## src/rtl/dispatch_pkg.sv

```systemverilog
`default_nettype none
// ============================================================================
// dispatch_pkg : opcode defaults, unit indices, error codes and FSM encoding
// Revision     : 1.0
// ============================================================================
package dispatch_pkg;

  localparam int         NUM_UNITS      = 4;

  localparam logic [7:0] OPC_LOAD_DEF   = 8'h04;
  localparam logic [7:0] OPC_CONV_DEF   = 8'h81;
  localparam logic [7:0] OPC_DWCONV_DEF = 8'h82;
  localparam logic [7:0] OPC_STORE_DEF  = 8'h08;
  localparam logic [7:0] OPC_HALT_DEF   = 8'hFF;

  localparam logic [1:0] UNIT_LOAD      = 2'd0;
  localparam logic [1:0] UNIT_CONV      = 2'd1;
  localparam logic [1:0] UNIT_DWCONV    = 2'd2;
  localparam logic [1:0] UNIT_STORE     = 2'd3;

  localparam logic [1:0] ERRC_NONE      = 2'd0;
  localparam logic [1:0] ERRC_ILLEGAL   = 2'd1;
  localparam logic [1:0] ERRC_TIMEOUT   = 2'd2;

  typedef enum logic [2:0] {
    ST_IDLE  = 3'd0,
    ST_RD    = 3'd1,
    ST_DEC   = 3'd2,
    ST_ISSUE = 3'd3,
    ST_WAIT  = 3'd4,
    ST_HALT  = 3'd5,
    ST_ERR   = 3'd6
  } state_t;

endpackage
`default_nettype wire

```

## src/rtl/dispatch_scoreboard.sv

```systemverilog
`default_nettype none
// ============================================================================
// dispatch_scoreboard : per-unit busy bits and completion timeout counter
// Revision            : 1.0
// ============================================================================
module dispatch_scoreboard
  import dispatch_pkg::*;
#(
  parameter logic [15:0] TIMEOUT = 16'd4096
) (
  input  logic                 clk,
  input  logic                 rst,
  input  logic [NUM_UNITS-1:0] set,
  input  logic [NUM_UNITS-1:0] done,
  output logic [NUM_UNITS-1:0] busy,
  output logic                 timeout
);

  logic [NUM_UNITS-1:0] r_busy;
  logic [15:0]          r_cnt;
  logic                 w_done_hit;

  // Only completions of units actually in flight count; stray pulses are dropped.
  assign w_done_hit = |(done & r_busy);
  assign timeout    = (TIMEOUT != 16'd0) && (r_cnt == TIMEOUT);
  assign busy       = r_busy;

  always_ff @(posedge clk) begin
    if (rst) begin
      r_busy <= '0;
      r_cnt  <= 16'd0;
    end else begin
      // Done is applied before set so a same-cycle restart of a unit is legal.
      r_busy <= (r_busy & ~done) | set;
      if ((r_busy == '0) || w_done_hit) begin
        r_cnt <= 16'd0;
      end else if (!timeout) begin
        r_cnt <= r_cnt + 16'd1;
      end
    end
  end

endmodule
`default_nettype wire

```

## src/rtl/instr_dispatch.sv

```systemverilog
`default_nettype none
// ============================================================================
// instr_dispatch : reads instructions from a FIFO and issues them to 4 units
//                  (DISPATCH_OVERLAP_EN allows reading ahead of completion)
// Revision       : 1.0
// ============================================================================
module instr_dispatch
  import dispatch_pkg::*;
#(
  parameter logic [7:0]  OPC_LOAD   = OPC_LOAD_DEF,
  parameter logic [7:0]  OPC_CONV   = OPC_CONV_DEF,
  parameter logic [7:0]  OPC_DWCONV = OPC_DWCONV_DEF,
  parameter logic [7:0]  OPC_STORE  = OPC_STORE_DEF,
  parameter logic [7:0]  OPC_HALT   = OPC_HALT_DEF,
  parameter logic [15:0] TIMEOUT    = 16'd4096
) (
  input  logic        clk,
  input  logic        rst,
  input  logic        enable,
  input  logic        fifo_empty,
  output logic        fifo_rd_en,
  input  logic [63:0] fifo_dout,
  output logic [3:0]  unit_start,
  output logic [63:0] unit_instr,
  input  logic [3:0]  unit_done,
  output logic        halted,
  output logic        err,
  output logic [1:0]  err_code,
  output logic [15:0] issued_cnt
);

  state_t      r_state, w_state_nxt;
  logic [7:0]  w_opc;
  logic [1:0]  w_dec_unit, r_unit;
  logic        w_dec_known, w_fire, w_next_ok, w_timeout, w_unit_free;
  logic [3:0]  w_busy, w_set, r_start;
  logic [1:0]  r_err_code;
  logic [63:0] r_instr;
  logic [15:0] r_issued;

  assign w_opc = fifo_dout[63:56];

  always_comb begin
    w_dec_known = 1'b1;
    w_dec_unit  = UNIT_LOAD;
    if (w_opc == OPC_LOAD)        w_dec_unit = UNIT_LOAD;
    else if (w_opc == OPC_CONV)   w_dec_unit = UNIT_CONV;
    else if (w_opc == OPC_DWCONV) w_dec_unit = UNIT_DWCONV;
    else if (w_opc == OPC_STORE)  w_dec_unit = UNIT_STORE;
    else                          w_dec_known = 1'b0;
  end

`ifdef DISPATCH_OVERLAP_EN
  // By WAIT the previous start has been pulsed, so the next read may proceed.
  assign w_next_ok = 1'b1;
`else
  assign w_next_ok = (w_busy == 4'b0000);
`endif

  assign w_unit_free = !w_busy[r_unit] || unit_done[r_unit];

  always_comb begin
    w_state_nxt = r_state;
    w_fire      = 1'b0;
    case (r_state)
      ST_IDLE:  if (enable && !fifo_empty) w_state_nxt = ST_RD;
      ST_RD:    w_state_nxt = ST_DEC;
      ST_DEC: begin
        if (w_opc == OPC_HALT) w_state_nxt = ST_HALT;
        else if (w_dec_known)  w_state_nxt = ST_ISSUE;
        else                   w_state_nxt = ST_ERR;
      end
      ST_ISSUE: begin
        if (w_unit_free) begin
          w_fire      = 1'b1;
          w_state_nxt = ST_WAIT;
        end
      end
      ST_WAIT:  if (w_next_ok && !fifo_empty) w_state_nxt = ST_RD;
      ST_HALT:  w_state_nxt = ST_HALT;
      ST_ERR:   w_state_nxt = ST_ERR;
      default:  w_state_nxt = ST_IDLE;
    endcase
    // A stuck unit overrides everything, including a pending issue.
    if (w_timeout && (r_state != ST_ERR)) begin
      w_state_nxt = ST_ERR;
      w_fire      = 1'b0;
    end
  end

  assign w_set = w_fire ? (4'b0001 << r_unit) : 4'b0000;

  always_ff @(posedge clk) begin
    if (rst) begin
      r_state    <= ST_IDLE;
      r_unit     <= UNIT_LOAD;
      r_start    <= 4'b0000;
      r_err_code <= ERRC_NONE;
      r_instr    <= 64'd0;
      r_issued   <= 16'd0;
    end else begin
      r_state <= w_state_nxt;
      r_start <= w_set;
      if (w_fire) r_issued <= r_issued + 16'd1;
      if (r_state == ST_DEC) begin
        r_instr <= fifo_dout;
        r_unit  <= w_dec_unit;
      end
      if ((r_state != ST_ERR) && (w_state_nxt == ST_ERR)) begin
        r_err_code <= w_timeout ? ERRC_TIMEOUT : ERRC_ILLEGAL;
      end
    end
  end

  dispatch_scoreboard #(
    .TIMEOUT (TIMEOUT)
  ) u_scoreboard (
    .clk     (clk),
    .rst     (rst),
    .set     (w_set),
    .done    (unit_done),
    .busy    (w_busy),
    .timeout (w_timeout)
  );

  assign fifo_rd_en = (r_state == ST_RD);
  assign unit_start = r_start;
  assign unit_instr = r_instr;
  assign halted     = (r_state == ST_HALT) && (w_busy == 4'b0000);
  assign err        = (r_state == ST_ERR);
  assign err_code   = r_err_code;
  assign issued_cnt = r_issued;

endmodule
`default_nettype wire
```

## config.mk

```make
export PLATFORM = sky130hd
export DESIGN_NAME = instr_dispatch
export DESIGN_NICKNAME = d
export VERILOG_FILES = /design/src/rtl/dispatch_pkg.sv /design/src/rtl/dispatch_scoreboard.sv /design/src/rtl/instr_dispatch.sv
export SDC_FILE = /design/constraint.sdc
export NUM_CORES = 1
export LEC_CHECK = 0
export CAP_MARGIN = 20
export CORE_MARGIN = 2
export CORE_UTILIZATION = 25
export DETAILED_ROUTE_END_ITERATION = 8
export DONT_BUFFER_PORTS = 1
export PLACE_DENSITY_LB_ADDON = 0.05
export RECOVER_POWER = 50
export SLEW_MARGIN = 30
export SYNTH_ARGS = -nofsm -noshare
export SYNTH_HDL_FRONTEND = slang
export SYNTH_HIERARCHICAL = 1
export SYNTH_SLANG_ARGS = --single-unit
```

## constraint.sdc

```tcl
create_clock -name clk -period 2.7 [get_ports clk]
set_input_delay 0.54 -clock clk [delete_from_list [all_inputs] [get_ports clk]]
set_output_delay 0.54 -clock clk [all_outputs]
set_load 0.01 [all_outputs]
```

==> impl_metrics.env, run 1 <==
export IMPL_outcome="complete, but fails checks"
export IMPL_violations="design-rule violations"
export IMPL_port_buffers=0
export IMPL_worst_hold_path_type="in -> reg"
export IMPL_ys_flop_type="dfxtp_1"
export IMPL_top_layer_used="met4"
export IMPL_timing_rr_end="issued_cnt[12]"
export IMPL_setup_viol=0
export IMPL_rr_startpoint="u_scoreboard/r_cnt[0]"
export IMPL_reg2reg_slack_ns=0.41
export IMPL_final_common_cell="nand2_1"
export IMPL_endpoint_kind="primary output"
export IMPL_syn_nets=643
export IMPL_r2r_cells=11
export IMPL_drt_wl_total_um=12400
export IMPL_drt_iter0_markers=195
export IMPL_power_total_mw=3.33
export IMPL_worst_pin_slew_ns=0.750
export IMPL_cp_startpoint="u_scoreboard/busy[1]"
export IMPL_cp_start_kind="flip-flop"
export IMPL_cts_repair_resize_count=0
export IMPL_fin_cells=786
export IMPL_syn2layout_area_growth_pct=11.2
export IMPL_cts_buffers=9
export IMPL_cts_buffer_depth=2
export IMPL_drive_gt1_frac=0.0592
export IMPL_stdcell_area_mm2=0.00515
export IMPL_path_max_fanout=5
export IMPL_maxCapViolCount=0
export IMPL_final_cell_mix="nand2_1 (141), dfxtp_1 (111), a21oi_1 (81), nor2_1 (47), inv_1 (15)"
export IMPL_rows=49
export IMPL_ys_seq_area_frac=0.480
export IMPL_ys_warn_count=6
export IMPL_cts_hold_buffers=0
export IMPL_dr_wl_met2_um=5290
export IMPL_skew_ns=0.0131
export IMPL_wl_per_cell_um=15.8
export IMPL_met3_length_um=1140
export IMPL_netlist_area_mm2=0.00463
export IMPL_post_route_min_period_ns=2.48
export IMPL_max_vdd_ir_drop_uv=282
export IMPL_rsz0062_at_grt="false"
export IMPL_hold_path_startpoint="rst"
export IMPL_gp_congestion=0.685
export IMPL_hold_viol=0
export IMPL_die_h_um=140
export IMPL_antenna_left=0
export IMPL_ys_types=48
export IMPL_die_area_mm2=0.0196
export IMPL_postSynthCellCount=568
export IMPL_synth_seq_cells=111
export IMPL_clockRootBuffer="clkbuf_16"
export IMPL_arrival_ns=1.94
export IMPL_cp_required_ns=2.16
export IMPL_clock_sinks=111
export IMPL_insertion_delay_ns=0.35
export IMPL_fin_crit_sh=0.918
export IMPL_hpwl_um=8500
export IMPL_synth_edf_count=0
export IMPL_cts_tree="yes"
export IMPL_grt_pass1_vias=3481
export IMPL_cts_htree_levels=3
export IMPL_drv_slew=0
export IMPL_fmax_mhz=404
export IMPL_vias=3721
export IMPL_pwr_density_cell_mw_per_mm2=646
export IMPL_dr_pass1_iters=9
export IMPL_post_cts_setup_buffers=0
export IMPL_drc=6
export IMPL_pin_count=161
export IMPL_fin_util=0.285
export IMPL_grt_antenna_before_repair=0
export IMPL_via_per_inst=4.73
export IMPL_chipWidth_um=140
export IMPL_grt_max_degree=99
export IMPL_power_leakage_nw=1.68
export IMPL_path_class="reg -> out"
export IMPL_min_path_cells=1
export IMPL_hold_end="issued_cnt[12]"
export IMPL_drt_met1_wl_um=5750
export IMPL_placed_cells=770
export IMPL_grtUsageTotal=0.124
export IMPL_start_util=0.256
export IMPL_fin_nets=627
export IMPL_placed_area_mm2=0.00484
export IMPL_syn_area_per_cell_um2=8.16
export IMPL_cts_clk_slew_worst_paths_ns=0.07
export IMPL_async_reset_ff_frac=0
export IMPL_slew_headroom=0.500
export IMPL_grt_pass1_wl_um=19400
export IMPL_coreArea_mm2=0.0181
export IMPL_grt_overflow_total=0
export IMPL_fin_tns_setup_ns=0
export IMPL_num_antenna_cells=0
[routing by layer]
layer / vias up / track usage
met3: 12 / 0.0544
met2: 96 / 0.182
met1: 1739 / 0.160
met5: - / 0
met4: 0 / 0.0478
li1: 1874 / -
[registers in the layout, indices dropped and copies added, names as in the netlist]
name                flops
u_scoreboard/busy       4
r_unit                  2
r_state                 3
err_code                2
u_scoreboard/r_cnt     16
issued_cnt             16
unit_start              4
unit_instr             64
[how the worst max path moves through the flow]
stage	slack, ns	endpoint	depth (start not counted)
after floorplan	0.53	issued_cnt[9]	10
after global placement	0.42	issued_cnt[15]	6
after detailed placement	0.39	issued_cnt[9]	5
after CTS	0.14	halted	3
after global routing	0.11	halted	3
final	0.22	halted	3
[synthesized netlist by cell type (2+ instances only)]
master | instances | area share
nor4bb_4 | 2 | 0.011
o31ai_1 | 2 | 0.0032
or4_1 | 2 | 0.0032
nand2b_1 | 4 | 0.0054
xor2_1 | 12 | 0.023
and3_1 | 5 | 0.0068
clkbuf_1 | 22 | 0.018
buf_6 | 2 | 0.0049
nand3b_1 | 2 | 0.0032
ha_1 | 3 | 0.0081
buf_2 | 10 | 0.011
o21ai_0 | 4 | 0.0043
nor4_1 | 11 | 0.015
and4_1 | 2 | 0.0038
xnor2_1 | 13 | 0.025
inv_1 | 15 | 0.012
mux2i_1 | 2 | 0.0043
mux2_1 | 3 | 0.0073
nor2b_1 | 7 | 0.0095
or3_1 | 5 | 0.0068
nor4b_1 | 3 | 0.0057
nor3_1 | 6 | 0.0065
nand4_1 | 13 | 0.018
and2_1 | 3 | 0.0041
dfxtp_1 | 111 | 0.48
nor2_1 | 47 | 0.038
nand2_1 | 141 | 0.11
a32oi_1 | 2 | 0.0038
nand3_1 | 13 | 0.014
nor3b_1 | 3 | 0.0049
a21oi_1 | 81 | 0.087
[worst max-delay path: stages, from the launching register on]
cell	delay, ns
dfxtp_1	0.36
or4_1	0.60
nor4bb_1	0.43
buf_4	0.20
[kinds of logic after synthesis]
group / count (synthesis) / share of synthesized area
AND/OR/NAND/NOR: 276 / 0.290
multiplexers: 5 / 0.0116
adder cells (fa/ha/maj): 3 / 0.00810
AO/OA/AOI/OAI: 97 / 0.115
flip-flops: 111 / 0.480
XOR/XNOR: 25 / 0.0473
buffers and inverters: 51 / 0.0481
[metrics by stage]
step / hold slack, ns / worst slack, ns
finish: 0.256 / 0.222
global route: 0.231 / 0.115
CTS: 0.236 / 0.141
detailed placement: 0.485 / 0.386
global placement: 0.484 / 0.416
floorplan: 0.452 / 0.527
[area by class of cell]
type,instances,area [um2]
clock inverters,5,63.8
well taps,229,287
fillers,1965,12900
multi-input cells,406,2200
repair buffers,9,80.1
flip-flops and latches,111,2220
inverters,15,56.3
clock buffers,11,243
[power by group]
| group | internal, mW | switching, mW | total (mW) | leakage, nW |
|---|---|---|---|---|
| Clock | 0.755 | 0.637 | 1.39 | 0.147 |
| Sequential | 1.69 | 0.0723 | 1.76 | 0.897 |
| Combinational | 0.0665 | 0.108 | 0.175 | 0.637 |
| Total | 2.51 | 0.818 | 3.33 | 1.68 |
(Power assumes the default switching activity.)
==> inputs of run 2 (changes only) <==
==> constraint.sdc (replaced) <==
create_clock -name clk -period 2.7 [get_ports clk]
set_input_delay 0 -clock clk [delete_from_list [all_inputs] [get_ports clk]]
set_output_delay 0 -clock clk [all_outputs]
set_load 0.01 [all_outputs]
==> impl_metrics.env, run 2 (synthesis results as in run 1) <==
export IMPL_cts_buffers=9
export IMPL_port_buffers=0
export IMPL_post_cts_setup_buffers=0
export IMPL_path_max_fanout=7
export IMPL_power_leakage_nw=1.98
export IMPL_antenna_left=0
export IMPL_drc=6
export IMPL_drt_iter0_markers=197
export IMPL_reg2reg_slack_ns=0.38
export IMPL_syn2layout_area_growth_pct=26.2
export IMPL_cts_buffer_depth=2
export IMPL_cts_clk_slew_worst_paths_ns=0.08
export IMPL_slew_headroom=0.265
export IMPL_worst_pin_slew_ns=1.10
export IMPL_violations="design-rule violations, negative hold slack"
export IMPL_fin_tns_setup_ns=0
export IMPL_gp_congestion=0.722
export IMPL_endpoint_kind="flip-flop"
export IMPL_grt_overflow_total=0
export IMPL_fin_crit_sh=0.860
export IMPL_final_common_cell="nand2_1"
export IMPL_worst_hold_path_type="in -> reg"
export IMPL_placed_cells=771
export IMPL_grt_antenna_before_repair=0
export IMPL_cts_htree_levels=3
export IMPL_wl_per_cell_um=15.1
export IMPL_rows=49
export IMPL_post_route_min_period_ns=2.32
export IMPL_fmax_mhz=431
export IMPL_largest_reg_flops=64
export IMPL_start_util=0.256
export IMPL_coreArea_mm2=0.0181
export IMPL_cts_repair_resize_count=0
export IMPL_hold_slack_ns=-0.00852
export IMPL_num_antenna_cells=0
export IMPL_hold_viol=2
export IMPL_grt_pass1_vias=3766
export IMPL_die_area_mm2=0.0196
export IMPL_arrival_ns=2.56
export IMPL_fin_cells=856
export IMPL_pin_count=161
export IMPL_cts_tree="yes"
export IMPL_outcome="complete, but fails checks"
export IMPL_hpwl_um=8550
export IMPL_drv_slew=0
export IMPL_pwr_density_cell_mw_per_mm2=580
export IMPL_grt_max_degree=98
export IMPL_drive_gt1_frac=0.0542
export IMPL_path_class="reg -> reg"
export IMPL_clock_sinks=111
export IMPL_chipWidth_um=140
export IMPL_drt_wl_total_um=12900
export IMPL_fin_nets=697
export IMPL_clockRootBuffer="clkbuf_16"
export IMPL_cp_required_ns=2.93
export IMPL_rsz0062_at_grt="false"
export IMPL_vias=4015
export IMPL_insertion_delay_ns=0.36
export IMPL_max_vdd_ir_drop_uv=270
export IMPL_grtUsageTotal=0.131
export IMPL_die_h_um=140
export IMPL_setup_viol=0
export IMPL_dr_pass1_iters=9
export IMPL_maxCapViolCount=0
export IMPL_skew_ns=0.00991
export IMPL_via_per_inst=4.69
export IMPL_cp_start_kind="flip-flop"
export IMPL_grt_pass1_wl_um=20400
export IMPL_final_cell_mix="nand2_1 (141), dfxtp_1 (111), a21oi_1 (81), dlygate4sd3_1 (68), nor2_1 (47)"
-- run 2: cell count changes in the layout (fill, tap and decap cells not counted), sizes merged --
cell | before | now
buf | 9 | 10
clkinvlp | 1 | 0
bufinv | 1 | 0
dlygate4sd3 | 0 | 68
inv | 17 | 20
-- run 2: worst max-delay path, stage by stage, from the launching register on --
cell,delay [ns]
dfxtp_1,0.42
inv_1,0.08
ha_1,0.20
nor4b_1,0.14
nand4_1,0.21
inv_1,0.11
buf_4,0.18
nor4_1,0.37
buf_4,0.20
nand4_1,0.11
xor2_1,0.15
nor2_1,0.05
-- run 2: final cells by class --
cell class                      count  area (um2)
Fill cell                        1863       12200
Sequential cell                   111        2220
Multi-Input combinational cell    406        2200
Timing Repair Buffer               79         792
Tap cell                          229         287
Clock buffer                       10         239
Inverter                           15        56.3
Clock inverter                      6        55.1
-- run 2: path summary, 6_finish.rpt --
| check | start | endpoint | cells after the start |
|---|---|---|---|
| setup / recovery | u_scoreboard/r_cnt[0] | issued_cnt[12] | 11 |
| hold / removal | rst | issued_cnt[14] | 2 |
| setup reg to reg | u_scoreboard/r_cnt[0] | issued_cnt[12] | 11 |
| hold reg to reg | u_scoreboard/r_cnt[15] | u_scoreboard/r_cnt[15] | 2 |
-- run 2: report_power, final --
part	total (mW)	switching (mW)	internal, mW
logic	0.286	0.148	0.137
registers	1.76	0.0721	1.69
clock network	1.34	0.669	0.675
-- run 2: metrics by stage --
step                instance area [um2]  hold WS (ns)  total power [mW]  utilization  worst slack (ns)
finish                             5850      -0.00852              3.39        0.323             0.377
CTS                                5850        0.0184              3.46        0.324             0.388
global route                       5850        0.0502              3.55        0.323             0.136
detailed placement                 4850        0.0835              1.98        0.268             0.439
global placement                   4850        0.0793              1.98        0.268             0.481
floorplan                          4630        0.0724              1.95            -             0.527
-- run 2: repair_timing --
item                       4_1_cts  5_1_grt
hold buffers                    69        0
hold endpoints to repair        95        0
setup endpoints to repair        0        0
-- run 2: layer usage --
layer / share of wire / up-vias / track usage
met5: 0 / - / 0
met1: 0.46 / 1872 / 0.174
met4: 0.017 / 0 / 0.0516
li1: - / 2020 / -
met2: 0.45 / 109 / 0.198
met3: 0.075 / 14 / 0.0434
==> inputs of run 3 (changes only) <==
--- a/config.mk
+++ b/config.mk
@@ -7,7 +7,7 @@
 export LEC_CHECK = 0
 export CAP_MARGIN = 20
 export CORE_MARGIN = 2
-export CORE_UTILIZATION = 25
+export CORE_UTILIZATION = 60
 export DETAILED_ROUTE_END_ITERATION = 8
 export DONT_BUFFER_PORTS = 1
 export PLACE_DENSITY_LB_ADDON = 0.05
==> impl_metrics.env, run 3 (synthesis results as in run 1) <==
export IMPL_outcome="finished, final reports clean"
export IMPL_hold_viol=0
export IMPL_skew_ns=0.00963
export IMPL_power_leakage_nw=1.91
export IMPL_reg2reg_slack_ns=0.33
export IMPL_grt_pass1_wl_um=18300
export IMPL_setup_viol=0
export IMPL_fin_crit_sh=0.878
export IMPL_grt_max_degree=98
export IMPL_grt_overflow_total=0
export IMPL_fin_cells=724
export IMPL_max_vdd_ir_drop_uv=309
export IMPL_critical_path_cell_chain="nor2b_1 > nand2b_2 > nor2_1 > a32oi_1 > dlygate4sd3_1 > nor2_1"
export IMPL_grtUsageTotal=0.266
export IMPL_path_max_fanout=26
export IMPL_crit_family="simple AND/OR/NAND/NOR gates"
export IMPL_hold_end="issued_cnt[14]"
export IMPL_fillCellCount=574
export IMPL_antenna_left=0
export IMPL_path_buf_inv=1
export IMPL_cts_clk_slew_worst_paths_ns=0.10
export IMPL_drv_slew=0
export IMPL_rsz0062_at_grt="false"
export IMPL_cts_htree_levels=3
export IMPL_rr_startpoint="r_state[1]"
export IMPL_clock_sinks=111
export IMPL_largest_reg_flops=64
export IMPL_final_common_cell="nand2_1"
export IMPL_hpwl_um=6880
export IMPL_hold_path_startpoint="rst"
export IMPL_fin_nets=692
export IMPL_grt_pass1_vias=3821
export IMPL_port_buffers=0
export IMPL_num_antenna_cells=0
export IMPL_cts_tree="yes"
export IMPL_final_cell_mix="nand2_1 (141), dfxtp_1 (111), a21oi_1 (81), dlygate4sd3_1 (69), nor2_1 (47)"
export IMPL_r2r_cells=6
export IMPL_syn2layout_area_growth_pct=20.1
export IMPL_timing_rr_end="r_unit[0]"
export IMPL_worst_pin_slew_ns=0.688
export IMPL_pin_count=161
export IMPL_dr_pass1_iters=5
export IMPL_clockRootBuffer="clkbuf_8"
export IMPL_start_util=0.609
export IMPL_vias=4102
export IMPL_crit_top_cell="nor2_1"
export IMPL_rows=32
export IMPL_slew_headroom=0.537
export IMPL_insertion_delay_ns=0.36
export IMPL_wl_per_cell_um=15.7
export IMPL_grt_antenna_before_repair=0
export IMPL_arrival_ns=2.67
export IMPL_endpoint_kind="flip-flop"
export IMPL_drt_iter0_markers=231
export IMPL_coreArea_mm2=0.00761
export IMPL_cp_required_ns=3.00
export IMPL_pwr_density_cell_mw_per_mm2=549
export IMPL_die_area_mm2=0.00844
export IMPL_post_route_min_period_ns=2.37
export IMPL_drc=0
export IMPL_drt_wl_total_um=11400
export IMPL_slowest_stage="dlygate4sd3_1"
export IMPL_worst_hold_path_type="in -> reg"
export IMPL_drive_gt1_frac=0.0482
export IMPL_cts_buffer_depth=2
export IMPL_cts_buffers=9
export IMPL_fin_tns_setup_ns=0
export IMPL_max_stage_delay_ns=0.59
export IMPL_fmax_mhz=422
export IMPL_maxCapViolCount=0
export IMPL_gp_congestion=0.789
export IMPL_min_path_cells=2
export IMPL_via_per_inst=5.67
export IMPL_cp_start_kind="flip-flop"
export IMPL_cts_repair_resize_count=0
export IMPL_die_h_um=91.9
export IMPL_path_class="reg -> reg"
export IMPL_placed_cells=638
export IMPL_chipWidth_um=91.9
run 3: worst max path at each step:
stage,startpoint,endpoint,cells after the start,slack (ns)
floorplan,u_scoreboard/r_cnt[0],issued_cnt[9],10,0.53
global placement,u_scoreboard/r_cnt[0],issued_cnt[12],9,0.46
detailed placement,u_scoreboard/r_cnt[0],issued_cnt[12],9,0.38
CTS,u_scoreboard/r_cnt[0],issued_cnt[12],9,0.32
global route,u_scoreboard/r_cnt[0],issued_cnt[8],9,0.12
finish,r_state[1],r_unit[0],6,0.33
run 3: where the power goes:
| group | switching [mW] | total, mW | internal (mW) |
|---|---|---|---|
| Combinational | 0.149 | 0.285 | 0.136 |
| Clock | 0.567 | 1.01 | 0.440 |
| Sequential | 0.0715 | 1.76 | 1.69 |
| Total | 0.788 | 3.05 | 2.27 |
run 3: final cells by class:
type / instances / area (um2) / share of cell area
inverters: 15 / 56.3 / 0.0101
repair buffers: 74 / 761 / 0.137
clock inverters: 7 / 77.6 / 0.0139
clock buffers: 9 / 124 / 0.0223
well taps: 102 / 128 / 0.0229
multi-input cells: 406 / 2200 / 0.395
flip-flops and latches: 111 / 2220 / 0.399
run 3: worst reg2reg max path, stage by stage, from the launching register on:
cell and delay (ns):
dfxtp_1 0.52, nor2b_1 0.42, nand2b_2 0.39, nor2_1 0.21
a32oi_1 0.11, dlygate4sd3_1 0.59, nor2_1 0.08
run 3: metrics by stage:
stage / power [mW] / setup WS [ns] / area (um2) / hold slack, ns / utilization
2_1_floorplan: 1.95 / 0.527 / 4630 / 0.0724 / -
3_5_place_dp: 1.97 / 0.381 / 4650 / 0.0820 / 0.611
4_1_cts: 3.07 / 0.323 / 5570 / 0.00697 / 0.732
6_report: 3.05 / 0.330 / 5570 / 0.00327 / 0.732
3_3_place_gp: 1.96 / 0.456 / 4650 / 0.0786 / 0.611
5_1_grt: 3.18 / 0.119 / 5570 / 0.0215 / 0.732
run 3: layer usage:
layer,track usage,up-vias,wire length (um)
li1,-,2009,-
met1,0.328,1929,4720
met2,0.441,146,5480
met3,0.0937,18,944
met4,0.0784,0,210
met5,0,-,0
run 3: what timing repair did:
item	CTS	global route
setup buffers	0	0
hold buffers	70	0
hold endpoints to repair	95	0
